$ cat src/rtl/sm4_key_sched_multi.sv
// SM4 key expansion: ROUNDS_PER_CYCLE rounds per clock, results stored in
// NUM_SLOTS key contexts, read back one round key per request.
module sm4_key_sched_multi #(
  parameter int unsigned ROUNDS_PER_CYCLE = 1,
  parameter int unsigned NUM_SLOTS        = 2,
  localparam int unsigned SLOT_W          = $clog2(NUM_SLOTS)
) (
  input  logic                 clk,
  input  logic                 reset,
  input  logic                 enable_in,
  input  logic                 key_valid_in,
  output logic                 key_ready_out,
  input  logic [127:0]         key_in,
  input  logic [SLOT_W-1:0]    key_slot_in,
  output logic                 busy_out,
  output logic                 done_out,
  output logic [SLOT_W-1:0]    done_slot_out,
  output logic [NUM_SLOTS-1:0] slot_valid_out,
  input  logic                 rd_en_in,
  input  logic [SLOT_W-1:0]    rd_slot_in,
  input  logic [4:0]           rd_round_in,
  input  logic                 rd_decrypt_in,
  output logic                 rd_valid_out,
  output logic                 rd_miss_out,
  output logic [31:0]          rd_key_out
);

  localparam int unsigned     R        = ROUNDS_PER_CYCLE;
  localparam int unsigned     STEPS    = 32 / R;
  localparam logic [4:0]      LAST_CNT = 5'(STEPS - 1);
  localparam logic [SLOT_W:0] SLOT_LIM = (SLOT_W + 1)'(NUM_SLOTS);
  localparam logic [127:0]    FK       = 128'ha3b1bac6_56aa3350_677d9197_b27022dc;

  // SM4 S-box; byte k sits at bits [(255-k)*8 +: 8], and 255-k == ~k
  localparam logic [2047:0] SBOX_TBL = {
    128'hd690e9fecce13db716b614c228fb2c05, 128'h2b679a762abe04c3aa44132649860699,
    128'h9c4250f491ef987a33540b43edcfac62, 128'he4b31ca9c908e89580df94fa758f3fa6,
    128'h4707a7fcf37317ba83593c19e6854fa8, 128'h686b81b27164da8bf8eb0f4b70569d35,
    128'h1e240e5e6358d1a225227c3b01217887, 128'hd40046579fd327524c3602e7a0c4c89e,
    128'heabf8ad240c738b5a3f7f2cef96115a1, 128'he0ae5da49b341a55ad933230f58cb1e3,
    128'h1df6e22e8266ca60c02923ab0d534e6f, 128'hd5db3745defd8e2f03ff6a726d6c5b51,
    128'h8d1baf92bbddbc7f11d95c411f105ad8, 128'h0ac13188a5cd7bbd2d74d012b8e5b4b0,
    128'h8969974a0c96777e65b9f109c56ec684, 128'h18f07dec3adc4d2079ee5f3ed7cb3948
  };

  function automatic logic [7:0] sm4_sbox(input logic [7:0] a);
    return SBOX_TBL[{~a, 3'b000} +: 8];
  endfunction

  typedef enum logic {IDLE = 1'b0, EXPAND = 1'b1} state_e;

  state_e                 state_q, state_d;
  logic [127:0]           k_q, k_d;
  logic [4:0]             cnt_q, cnt_d;
  logic [SLOT_W-1:0]      slot_q, slot_d;
  logic [NUM_SLOTS-1:0]   slot_valid_q, slot_valid_d;
  logic                   busy_q, busy_d;
  logic                   done_q, done_d;
  logic [SLOT_W-1:0]      done_slot_q, done_slot_d;
  logic                   rd_valid_q, rd_miss_q;
  logic [31:0]            rd_key_q;
  logic [31:0]            mem_q [NUM_SLOTS][32];

  logic                   accept_c, last_c, wr_c, rd_hit_c;
  logic [4:0]             base_idx_c, rd_idx_c;
  logic [R:0][127:0]      win_c;
  logic [R-1:0][31:0]     rk_c;

  assign key_ready_out = (state_q == IDLE) & enable_in;
  assign accept_c      = key_valid_in & key_ready_out & ({1'b0, key_slot_in} < SLOT_LIM);
  assign last_c        = (cnt_q == LAST_CNT);
  assign wr_c          = (state_q == EXPAND) & enable_in;
  assign base_idx_c    = 5'(cnt_q * 5'(R));

  // Unrolled key rounds; the K window slides by one word per round
  assign win_c[0] = k_q;
  for (genvar j = 0; j < R; j++) begin : g_round
    logic [4:0]  idx;
    logic [7:0]  ck0;
    logic [31:0] x, b, t;
    assign idx = base_idx_c + 5'(j);
    assign ck0 = 8'({3'b000, idx} * 8'd28);
    assign x   = win_c[j][95:64] ^ win_c[j][63:32] ^ win_c[j][31:0]
               ^ {ck0, ck0 + 8'd7, ck0 + 8'd14, ck0 + 8'd21};
    for (genvar s = 0; s < 4; s++) begin : g_sbox
      assign b[8*s +: 8] = sm4_sbox(x[8*s +: 8]);
    end
    assign t            = b ^ {b[18:0], b[31:19]} ^ {b[8:0], b[31:9]};
    assign rk_c[j]      = win_c[j][127:96] ^ t;
    assign win_c[j+1]   = {win_c[j][95:0], rk_c[j]};
  end

  // Next-state and control: accept, expand, complete or abort
  always_comb begin
    state_d      = state_q;
    k_d          = k_q;
    cnt_d        = cnt_q;
    slot_d       = slot_q;
    slot_valid_d = slot_valid_q;
    busy_d       = busy_q;
    done_d       = 1'b0;
    done_slot_d  = done_slot_q;
    case (state_q)
      IDLE: begin
        if (accept_c) begin
          state_d                   = EXPAND;
          k_d                       = key_in ^ FK;
          cnt_d                     = '0;
          slot_d                    = key_slot_in;
          slot_valid_d[key_slot_in] = 1'b0;
          busy_d                    = 1'b1;
        end
      end
      EXPAND: begin
        if (!enable_in) begin
          state_d = IDLE;
          busy_d  = 1'b0;
        end else begin
          k_d   = win_c[R];
          cnt_d = cnt_q + 5'd1;
          if (last_c) begin
            state_d              = IDLE;
            busy_d               = 1'b0;
            done_d               = 1'b1;
            done_slot_d          = slot_q;
            slot_valid_d[slot_q] = 1'b1;
          end
        end
      end
      default: state_d = IDLE;
    endcase
  end

  // Control and key-window registers
  always_ff @(posedge clk or posedge reset) begin
    if (reset) begin
      state_q      <= IDLE;
      k_q          <= '0;
      cnt_q        <= '0;
      slot_q       <= '0;
      slot_valid_q <= '0;
      busy_q       <= 1'b0;
      done_q       <= 1'b0;
      done_slot_q  <= '0;
    end else begin
      state_q      <= state_d;
      k_q          <= k_d;
      cnt_q        <= cnt_d;
      slot_q       <= slot_d;
      slot_valid_q <= slot_valid_d;
      busy_q       <= busy_d;
      done_q       <= done_d;
      done_slot_q  <= done_slot_d;
    end
  end

  // Round-key storage write, R words per expansion cycle
  always_ff @(posedge clk) begin
    if (wr_c) begin
      for (int j = 0; j < R; j++) begin
        mem_q[slot_q][5'(base_idx_c + 5'(j))] <= rk_c[j];
      end
    end
  end

  assign rd_idx_c = rd_decrypt_in ? (5'd31 - rd_round_in) : rd_round_in;
  assign rd_hit_c = ({1'b0, rd_slot_in} < SLOT_LIM) && slot_valid_q[rd_slot_in];

  // Registered read port; invalid or out-of-range slots answer with a miss
  always_ff @(posedge clk or posedge reset) begin
    if (reset) begin
      rd_valid_q <= 1'b0;
      rd_miss_q  <= 1'b0;
      rd_key_q   <= '0;
    end else begin
      rd_valid_q <= rd_en_in;
      if (rd_en_in) begin
        rd_miss_q <= !rd_hit_c;
        rd_key_q  <= rd_hit_c ? mem_q[rd_slot_in][rd_idx_c] : 32'h0;
      end
    end
  end

  assign busy_out       = busy_q;
  assign done_out       = done_q;
  assign done_slot_out  = done_slot_q;
  assign slot_valid_out = slot_valid_q;
  assign rd_valid_out   = rd_valid_q;
  assign rd_miss_out    = rd_miss_q;
  assign rd_key_out     = rd_key_q;

endmodule

$ cat config.mk
export PLATFORM = sky130hd
export DESIGN_NAME = sm4_key_sched_multi
export DESIGN_NICKNAME = d
export VERILOG_FILES = /design/src/rtl/sm4_key_sched_multi.sv
export SDC_FILE = /design/constraint.sdc
export NUM_CORES = 2
export LEC_CHECK = 0
export ABC_AREA = 0
export CORE_UTILIZATION = 45
export CTS_BUF_LIST = sky130_fd_sc_hd__clkbuf_4 sky130_fd_sc_hd__clkbuf_8
export DETAILED_ROUTE_END_ITERATION = 7
export PLACE_DENSITY = 0.66
export SETUP_SLACK_MARGIN = 0.05
export SYNTH_ARGS = -nofsm -noshare
export SYNTH_HDL_FRONTEND = slang
export SYNTH_SLANG_ARGS = --single-unit
$ cat constraint.sdc
create_clock -name clk -period 6.5 [get_ports clk]
set_input_delay 1.3 -clock clk [delete_from_list [all_inputs] [get_ports clk]]
set_output_delay 1.3 -clock clk [all_outputs]
set_load 0.005 [all_outputs]
==> results.cfg <==
[cts]
cts_root_buf = clkbuf_8
cts_made_buffers = 358
clkTransAtPathRegs_ns = 0.06
clock-sinks = 2222
htreeDepth = 5
ctsResizeCount = 0
clock_path_buffers = 4
hold_buffers = 0
clock_latency_ns = 1.08
post_cts_buffers = 0
cts_tree = yes

[die]
initial_core_util = 0.454
core_um2 = 220000
io_pins = 181
die_y_um = 474
chipWidth_um = 474
rows = 172
die-area_um2 = 224000

[logic_synthesis]
async_flop_share = 0.0783
synth_top_area_frac = 0.614
ys.flop_type = edfxtp_1
ys_ff_latch = 2222
yosysUniqueCellTypes = 97
syn_area_per_cell_um2 = 16.2
synth_warnings = 0
synth_area_um2 = 100000
ys_seq_area_frac = 0.658
synth_area_leaders = edfxtp_1 (61%), mux4_2 (14%), dfrtp_1 (4.3%)
syn-num-nets = 6388
synth_most_common_cell = edfxtp_1
synth_cells = 6174
synth_edf_count = 2048
yosys-top-cells-count = edfxtp_1 (2,048), mux4_2 (643), nand2_1 (421), nor2_1 (393), clkbuf_1 (290)
yosysTopAreaCell = edfxtp_1

[critical_path]
r2r_start = cnt_q[1]
cp_data_arrival_time_ns = 7.02
end_kind = register
r2r_end = mem_q[1][923]
critPathTopFamily = adder cells
slowest_delay_ns = 0.90
startpoint_type = register
crit_fanout = 48
rr_worst_depth = 17
criticalPathCategory = register to register
critical_path.cell_chain = inv_1 -> fa_1 -> inv_1 -> ha_1 -> fa_1 -> xnor2_1 -> xor3_1 -> buf_4 -> nor2_1 -> o311ai_0 -> o211ai_1 -> a31o_2 -> nand4_1 -> buf_4 -> xor2_1 -> xnor2_4 -> buf_12
path_buf_inv = 5
cp.required_ns = 7.33
cpMaxStageDelayCell = fa_1
ff2ff_setup_slack_ns = 0.31

[global_routing]
grt_antenna_before_repair = 10
grt_max_degree = 135
grt_pass1_vias = 63400
grt_pass1_wl_mm = 470
grt_usage = 0.293
grt.overflow.total = 0

[place]
port_buffers = 180
gp_congestion = 1.01
placed_cells = 9250
dpl.hpwl_mm = 210
pre_cts_slack_ns = 0.416

[cells_and_area]
layout.cells.non_filler = 9871
nFillCells = 17800
area_growth_pct = 15.7
finalNetCount = 6866
drive_gt1_frac = 0.260

[timing]
max_slew.worst_pin.slew_ns = 1.24
slew-limit-headroom = 0.172
min_period_over_period = 0.953
fin_ws_ns = 0.307
rsz0062_at_grt = false
max_freq_ghz = 0.161
tns_ns = 0
setup_viol_count_final = 0
period_minus_slack_ns = 6.19
timing.final.max_slew_violations = 0
finalHoldViolCount = 0
skew_ns = 0.101

[hold_path]
hold_path_class = register to register
hold_path_startpoint = rd_miss_out
hold_depth = 1
whs_endpoint = rd_miss_out

[drt]
drt-initial-drc-count = 8758
dr.pass1.iters = 8
vias = 63300
drcViolationCount = 16
routedWlPerCell_um = 33.3
wl_mm = 329
vias_per_cell = 6.41
ant_nets = 0

[run_status]
status = finished with violations
failed_checks = DRC

[run]
maxCapViolations = 0
==> metal layers <==
layer  wire [um]  track usage  part of all wire
met1      130000        0.399              0.40
met4       13300        0.110             0.040
met3       28900       0.0550             0.088
met2      156000        0.468              0.48
met5          46            0           0.00014
==> metrics by stage <==
step	utilization	hold WS, ns	area, um2
after floorplan	-	0.469	100000
after global placement	0.495	0.465	109000
after detailed placement	0.495	0.467	109000
after CTS	0.525	0.482	116000
after global routing	0.525	0.494	116000
final	0.525	0.479	116000
==> worst max path at each step <==
stage | from | end | cells past startpoint
final | cnt_q[1] | mem_q[1][923] | 17
after CTS | cnt_q[1] | mem_q[0][123] | 17
after global placement | cnt_q[1] | mem_q[0][603] | 17
after floorplan | cnt_q[0] | mem_q[0][1023] | 18
after detailed placement | cnt_q[1] | mem_q[1][699] | 17
after global routing | cnt_q[1] | mem_q[1][923] | 17
==> state kept, by name (all words and copies together) (netlist names) <==
signal,flops
rd_key_out,32
state_q,1
busy_out,1
k_q,128
done_out,1
cnt_q,5
slot_q,1
slot_valid_out,2
mem_q,2048
done_slot_out,1
rd_miss_out,1
rd_valid_out,1
==> cell usage in the layout (no fill, tap or decap), types with 57 or more instances in the layout <==
cell type,n
a21oi_1,271
a31oi_1,64
buf_12,76
buf_4,326
clkbuf_4,119
clkbuf_8,380
clkdlybuf4s50_1,178
clkinv_1,71
dfrtp_1,173
edfxtp_1,2048
ha_1,67
inv_1,61
mux2i_1,100
mux4_2,643
nand2_1,419
nand3_1,144
nor2_1,336
nor2_4,57
nor3_1,74
o211ai_1,57
o21ai_0,273
o22ai_1,60
xnor2_1,92
==> kinds of logic after synthesis <==
kind of cell	after synthesis	share of synthesized area
flops	2222	0.658
compound gates	1184	0.0791
buf+inv	535	0.0219
simple gates	1162	0.0498
fa+ha+maj	73	0.00957
mux	777	0.158
xor+xnor	221	0.0233
==> layout make-up <==
class,instances,area [um2],share of cell area
antenna,10,25.0,0.000216
clock buffer,499,6120,0.0529
clock inverter,112,637,0.00550
inverter,71,279,0.00241
multi-input combinational,3417,33400,0.288
sequential,2222,65900,0.569
tap,2958,3700,0.0320
timing repair buffer,582,5770,0.0498
Power is left out: the tool's default activity adds up to more than one toggle a clock period on the data nets, which glitch-free logic cannot reach.
